--- src/rtl/led_scan_ctrl.sv ---
// Multiplexed 7-segment scan controller: feeds one registered hex decoder and the
// anode enables of NUM_DIGITS digits, with a framed valid/ready value update.
module led_scan_ctrl #(
    parameter int NUM_DIGITS       = 4,
    parameter int DWELL            = 50000,
    parameter int GUARD            = 500,
    parameter bit ANODE_ACTIVE_LOW = 1'b1
) (
    input  logic                      clk,
    input  logic                      rst,
    input  logic [4*NUM_DIGITS-1:0]   value_in,
    input  logic                      value_valid,
    output logic                      value_ready,
    input  logic                      blank_lz,
    output logic [3:0]                dec_data,
    output logic                      dec_valid,
    output logic [NUM_DIGITS-1:0]     digit_en
);

    localparam int CNT_MAX = (DWELL > GUARD) ? DWELL : GUARD;
    localparam int CW      = (CNT_MAX > 1) ? $clog2(CNT_MAX) : 1;
    localparam int IW      = (NUM_DIGITS > 1) ? $clog2(NUM_DIGITS) : 1;

    localparam logic [CW-1:0] GUARD_LOAD = CW'(GUARD - 1);
    localparam logic [CW-1:0] DWELL_LOAD = CW'(DWELL - 1);
    localparam logic [IW-1:0] LAST_IDX   = IW'(NUM_DIGITS - 1);

    typedef enum logic {
        S_GUARD = 1'b0,
        S_DRIVE = 1'b1
    } state_t;

    state_t                    state, state_nxt;
    logic [IW-1:0]             idx, idx_nxt;
    logic [CW-1:0]             cnt, cnt_nxt;
    logic                      frame_end;

    logic [4*NUM_DIGITS-1:0]   active;
    logic [4*NUM_DIGITS-1:0]   pending;
    logic                      pend_full;
    logic [3:0]                dec_hold;

    logic [4*NUM_DIGITS-1:0]   shifted;
    logic [3:0]                cur_nib;
    logic [NUM_DIGITS-1:0]     upper_zero;
    logic                      suppress;
    logic [NUM_DIGITS-1:0]     onehot;

    always_ff @(posedge clk or posedge rst) begin
        if (rst) begin
            state <= S_GUARD;
            idx   <= '0;
            cnt   <= GUARD_LOAD;
        end else begin
            state <= state_nxt;
            idx   <= idx_nxt;
            cnt   <= cnt_nxt;
        end
    end

    always_comb begin
        state_nxt = state;
        idx_nxt   = idx;
        cnt_nxt   = cnt - CW'(1);
        frame_end = 1'b0;
        case (state)
            S_GUARD: begin
                if (cnt == '0) begin
                    state_nxt = S_DRIVE;
                    cnt_nxt   = DWELL_LOAD;
                end
            end
            S_DRIVE: begin
                if (cnt == '0) begin
                    state_nxt = S_GUARD;
                    cnt_nxt   = GUARD_LOAD;
                    if (idx == LAST_IDX) begin
                        idx_nxt   = '0;
                        frame_end = 1'b1;
                    end else begin
                        idx_nxt = idx + IW'(1);
                    end
                end
            end
            default: state_nxt = S_GUARD;
        endcase
    end

    // The index already points at the upcoming digit during GUARD, so the
    // decoder is loaded one cycle ahead and its latency is hidden.
    always_comb begin
        shifted = active >> {idx, 2'b00};
        cur_nib = shifted[3:0];
    end

    assign dec_valid = (state == S_GUARD) && (cnt == '0) && !rst;
    assign dec_data  = dec_valid ? cur_nib : dec_hold;

    // upper_zero[k]: nibbles k..NUM_DIGITS-1 of the active value are all zero.
    always_comb begin
        upper_zero = '0;
        upper_zero[NUM_DIGITS-1] = (active[4*NUM_DIGITS-1 -: 4] == 4'h0);
        for (int unsigned k = 0; k + 1 < NUM_DIGITS; k++) begin
            upper_zero[NUM_DIGITS-2-k] = upper_zero[NUM_DIGITS-1-k] &&
                                         (active[4*(NUM_DIGITS-2-k) +: 4] == 4'h0);
        end
    end

    always_comb begin
        suppress = blank_lz && (idx != '0) && upper_zero[idx];
        onehot   = '0;
        if ((state == S_DRIVE) && !suppress) begin
            onehot[idx] = 1'b1;
        end
        digit_en = ANODE_ACTIVE_LOW ? ~onehot : onehot;
    end

    assign value_ready = !pend_full;

    // Transfer and accept are mutually exclusive: ready is low whenever a
    // transfer can happen, so a single priority chain covers both.
    always_ff @(posedge clk or posedge rst) begin
        if (rst) begin
            pending   <= '0;
            pend_full <= 1'b0;
            active    <= '0;
            dec_hold  <= '0;
        end else begin
            if (frame_end && pend_full) begin
                active    <= pending;
                pend_full <= 1'b0;
            end else if (value_valid && !pend_full) begin
                pending   <= value_in;
                pend_full <= 1'b1;
            end
            if (dec_valid) begin
                dec_hold <= dec_data;
            end
        end
    end

endmodule

--- config.mk ---
export PLATFORM = sky130hd
export DESIGN_NAME = led_scan_ctrl
export DESIGN_NICKNAME = d
export VERILOG_FILES = /design/src/rtl/led_scan_ctrl.sv
export SDC_FILE = /design/constraint.sdc
export NUM_CORES = 1
export LEC_CHECK = 0
export CORE_MARGIN = 8
export CORE_UTILIZATION = 55
export DETAILED_ROUTE_END_ITERATION = 10
export MAX_ROUTING_LAYER = met4
export PLACE_DENSITY = 0.84
export SYNTH_ARGS = -nofsm -noshare
export SYNTH_HDL_FRONTEND = slang
export SYNTH_SLANG_ARGS = --single-unit
--- constraint.sdc ---
create_clock -name clk -period 4.9 [get_ports clk]
set_input_delay 1.225 -clock clk [delete_from_list [all_inputs] [get_ports clk]]
set_output_delay 1.225 -clock clk [all_outputs]
set_load 0.01 [all_outputs]
Yosys cells after proc, flatten, opt, wreduce, memory -nomap -nowiden
Cells that the tools add are included.

Register bits: 56. Bits in read-only memories: 0. Memories kept: 0. RAM bits: 0. Output and inout port bits: 10. Logic and storage cells: 57. Bits in latches: 0. Bits of input ports: 20.

$add $sub $neg: 2. Muxes and demuxes: 18. Multiply operators: 0. $lt $le $gt $ge: 2. Bitwise gates (word level): 3. Shifts and indexed selects: 1. Div/mod/pow operators: 0. Reduce and logical (&&, ||, !) cells: 23. Equal/unequal tests: 1.

Operator list (count): 2-to-1 mux 16 bit (2); one-hot mux 16 bit (2 select lines) (1); zero test 16 bit (1); zero test 4 bit (4); >> shifter 16 x 4 -> 4 bit (1); subtractor 16 x 1 -> 16 bit (second input constant) (1); logical AND 1 bit (11); 2-to-1 mux 1 bit (9); 2-to-1 mux 4 bit (2); NOT 4 bit (1); AND reduction 2 bit (2); nonzero test 2 bit (2); zero test 1 bit (3); less-than comparator 2 x 3 -> 1 bit (second input constant) (1); adder 2 x 1 -> 2 bit (second input constant) (1); binary-select mux 1 bit (select 2 bit) (1); demux 1 bit (select 2 bit) (1); equality test 2 bit (second input constant) (1); greater-or-equal comparator 2 x 1 -> 1 bit (second input constant) (1); 2-to-1 mux 2 bit (1); NOT 1 bit (2); one-hot mux 1 bit (2 select lines) (1).

Logic depth before layout (Yosys ltp)
Gate-level depths: netlist (run 1).

Depth in word-level cells: 11. Gate-level depth with buffers: 8.

Worst setup path before layout (run 1)
OpenSTA, ideal clock, no wires.

Kind: reg2out. Start: reg cnt[0]. End: out dec_data[0]. Cell stages (with the launch flop): 9. Data required time: 3.675 ns. Setup slack: 0.959 ns. Data arrival time: 2.716 ns. Buffers on the path: 1. Cell sequence: dfstp_2 -> inv_1 -> ha_1 -> or4b_1 -> nor4_1 -> ha_1 -> nor2b_1 -> clkbuf_1 -> mux2_2.

Word-level cells in the longest chain between the ends: 4.

RTL lines: from (decl) (line 35) `logic [CW-1:0] cnt, cnt_nxt;`; from (signal assigned) (line 57) `cnt <= cnt_nxt;`; zero test 16 bit (line 96) `assign dec_valid = (state == S_GUARD) && (cnt == '0) && !rst;`; logical AND 1 bit (2 in series) (line 96); via dec_valid (line 16) `output logic dec_valid,`; 2-to-1 mux 4 bit (line 97) `assign dec_data = dec_valid ? cur_nib : dec_hold;`; to (decl) (line 15) `output logic [3:0] dec_data,`.

The timed path passes the listed nets, and every way through them passes these cells.

Worst setup path after layout (run 1)
Start: reg cnt[0]. End: out dec_data[2].

Word-level cells in the longest chain between the ends: 4.

RTL lines (line): zero test 16 bit (96); logical AND 1 bit (2 in series) (96); 2-to-1 mux 4 bit (97).

No other way between the ends.

==> flow_summary.yaml, run 1 <==
outcome:
  status: "completed"
synthesis:
  netlist_instances: 205
  synth_warnings: 0
  synth_area_um2: 2660
  synth_flop_cell: "dfrtp_1"
  ys_async_sr_fraction_pct: 100
  synth_seq_cells: 56
  synth_cell_types: 33
  seq_area_frac_synth_pct: 53.0
  synth.net_count: 233
  synth_area_per_cell_um2: 13.0
  synth_edf_count: 0
finish:
  antenna_cells: 0
  fin_util_pct: 66.7
  syn_to_final_growth_pct: 17.6
  drive_gt1_share_pct: 28.7
  fin_nets: 267
setup_path:
  critical_path_class: "register to output port"
  critical_path.max_fanout: 9
  crit_end: "dec_data[2]"
  rrSetupSlack_ns: 2.22
  r2r-end: "active[15]"
  cp-start-kind: "register"
  worst-r2r-cell-count: 7
  startpoint: "cnt[0]"
  required_ns: 3.67
  worstReg2RegStart: "cnt[0]"
  endpoint_kind: "output port"
  arrival_ns: 3.09
timing:
  hold_viol_final: 0
  rsz0062_at_grt: "false"
  fmax_mhz: 232
  final_max_slew_viol_count: 0
  tightest_slew_ns: 0.898
  slew_headroom_pct: 40.0
  fin_skew_ns: 0.00715
  setup_ws_ns: 0.588
  setup_tns_ns: 0
  finalCritPeriodShare_pct: 88.0
  setup_viol: 0
  finalCriticalPeriod_ns: 4.31
routing:
  drtIter0Drc: 92
  wl_um: 5130
  dr.pass1.iters: 4
  routed_via_density: 5.76
  drc: 0
  wl_per_cell_um: 17.4
  vias: 1694
  drtAntennaViolNets: 0
power_and_ir_drop:
  max-vdd-ir-drop_mv: 0.159
  p_per_area_nw_per_um2: 265
  leakage_nw: 1.38
  pwr-share-clk_pct: 36.6
  p_seq_share_pct: 58.7
  switching_share_pct: 20.7
  p_comb_share_pct: 4.7
  p_switching_w: 0.000172
  p_int_w: 0.000657
global_route:
  grt_use_total_pct: 15.9
  antenna_found_initial: 0
  grt-ovfl-total: 0
  grt_first_pass_wirelength_um: 8900
  grt_pass1_vias: 1817
  grt_start_max_net_pins: 37
floorplanning:
  initial_core_util_pct: 56.7
  core_area_um2: 4690
  fp.dieH_um: 85.5
  rows: 25
  ios: 30
  die_area_um2: 7320
  die_w_um: 85.5
placement:
  place_hpwl_um: 3760
  numPortBuffers: 29
  place_ws_ns: 0.711
  gp_congestion: 0.864
clocking:
  post_cts_buffers: 0
  clock_sinks: 56
  numCtsBuffers: 5
  clock_path_buffers: 2
  tritoncts: "yes"
  cts-root-buf: "clkbuf_8"
  htree_num_levels: 2
  hold_buffers: 0
  post_cts_resized: 0
  clkTransAtPathRegs_ns: 0.09
  worstSkewPairLatency_ns: 0.31
flow_run:
  drv_cap: 0
hold_path:
  hp-class: "register to register"
==> stage by stage <==
stage | hold WS, ns | area, um2 | instances | total power, W
finish | 0.482 | 3130 | 294 | 0.000828
global route | 0.496 | 3130 | 294 | 0.000864
CTS | 0.482 | 3130 | 294 | 0.000839
detailed placement | 0.458 | 3010 | 286 | 0.000535
global placement | 0.453 | 3010 | 286 | 0.000533
floorplan | 0.440 | 2660 | 205 | 0.000512
==> critical path: stages, from the launching register on <==
cell and delay (ns):
dfstp_2 0.39, inv_1 0.07, ha_1 0.14, or4b_1 0.46, nor4_1 0.26, buf_4 0.20
ha_1 0.14, nor2b_1 0.12, buf_4 0.17, mux2_2 0.34, clkdlybuf4s50_1 0.48
==> synth_stat cells, types with 5 or more instances <==
master	count	share of area, %
nand3_1	7	1.3
mux2_2	32	14
dfrtp_1	49	46
nand2_1	9	1.3
xor2_1	6	2.0
dfstp_2	7	6.9
clkbuf_1	5	0.71
a21oi_1	7	1.3
nor4_1	6	1.4
inv_1	10	1.4
mux2_4	9	5.1
ha_1	8	3.8
nor2_1	11	1.6
==> final cells by class <==
type	instances	area [um2]
multi-input combinational	132	1170
tap	54	67.6
clock inverter	3	46.3
fill	337	1560
clock buffer	5	68.8
timing repair buffer	34	328
sequential	56	1410
inverter	10	37.5
==> layout by cell type, fill, tap and decap left out, types with 7 or more instances in the layout <==
cell / netlist / layout
a21oi_1: 7 / 7
mux2_4: 9 / 9
nor2_1: 11 / 11
clkdlybuf4s50_1: 0 / 29
dfrtp_1: 49 / 49
nand3_1: 7 / 7
ha_1: 8 / 8
inv_1: 10 / 9
mux2_2: 32 / 32
nand2_1: 9 / 9
dfstp_2: 7 / 7
==> power by group through the flow <==
stage	registers [W]	logic, W	clock network [W]
after floorplan	0.000491	0.0000206	0
after global placement	0.000494	0.0000390	0
after detailed placement	0.000495	0.0000402	0
after CTS	0.000486	0.0000404	0.000313
after global routing	0.000488	0.0000439	0.000332
final	0.000486	0.0000392	0.000303
==> sequential cells by signal (all words and copies together), names as in the netlist <==
| signal | cells |
|---|---|
| active | 16 |
| cnt | 16 |
| dec_hold | 4 |
| idx | 2 |
| pend_full | 1 |
| pending | 16 |
| state | 1 |
==> worst min path at each step <==
stage,start,endpoint,slack [ns],depth (start not counted)
after floorplan,cnt[0],cnt[0],0.44,1
final,cnt[0],cnt[0],0.48,1
after global routing,cnt[0],cnt[0],0.50,1
after CTS,cnt[0],cnt[0],0.48,1
after detailed placement,cnt[0],cnt[0],0.46,1
after global placement,cnt[0],cnt[0],0.45,1
==> cell families (layout without fill, tap and decap cells) <==
family / Yosys count / count (layout) / share of synthesized area [%]
buf+inv: 17 / 52 / 2.96
fa+ha+maj: 8 / 8 / 3.76
mux: 45 / 45 / 22.0
flops: 56 / 56 / 53.0
simple gates: 54 / 54 / 11.9
xor+xnor: 9 / 9 / 2.96
compound gates: 16 / 16 / 3.43
==> metal layers <==
metal	part of all wire, %	track usage [%]	vias up	routed length, um
met5	0	-	-	0
met4	1.8	5.73	0	94
met3	3.6	3.72	9	186
met2	48	24.2	41	2460
met1	47	20.2	838	2390
li1	-	-	806	-
Power figures use the tool's default switching activity.
==> run 2, diff against run 1 <==
--- a/config.mk
+++ b/config.mk
@@ -13,3 +13,4 @@
 export SYNTH_ARGS = -nofsm -noshare
 export SYNTH_HDL_FRONTEND = slang
 export SYNTH_SLANG_ARGS = --single-unit
+export TNS_END_PERCENT = 10
==> results of run 2 <==
Same layout as run 1: the final DEF is identical, and so are final timing and power.
==> run 3, diff against run 2 <==
--- a/config.mk
+++ b/config.mk
@@ -7,6 +7,8 @@
 export LEC_CHECK = 0
 export CORE_MARGIN = 8
 export CORE_UTILIZATION = 55
+export CTS_CLUSTER_DIAMETER = 80
+export CTS_CLUSTER_SIZE = 16
 export DETAILED_ROUTE_END_ITERATION = 10
 export MAX_ROUTING_LAYER = met4
 export PLACE_DENSITY = 0.84
==> results of run 3 <==
Same layout as run 1: the final DEF is identical, and so are final timing and power.
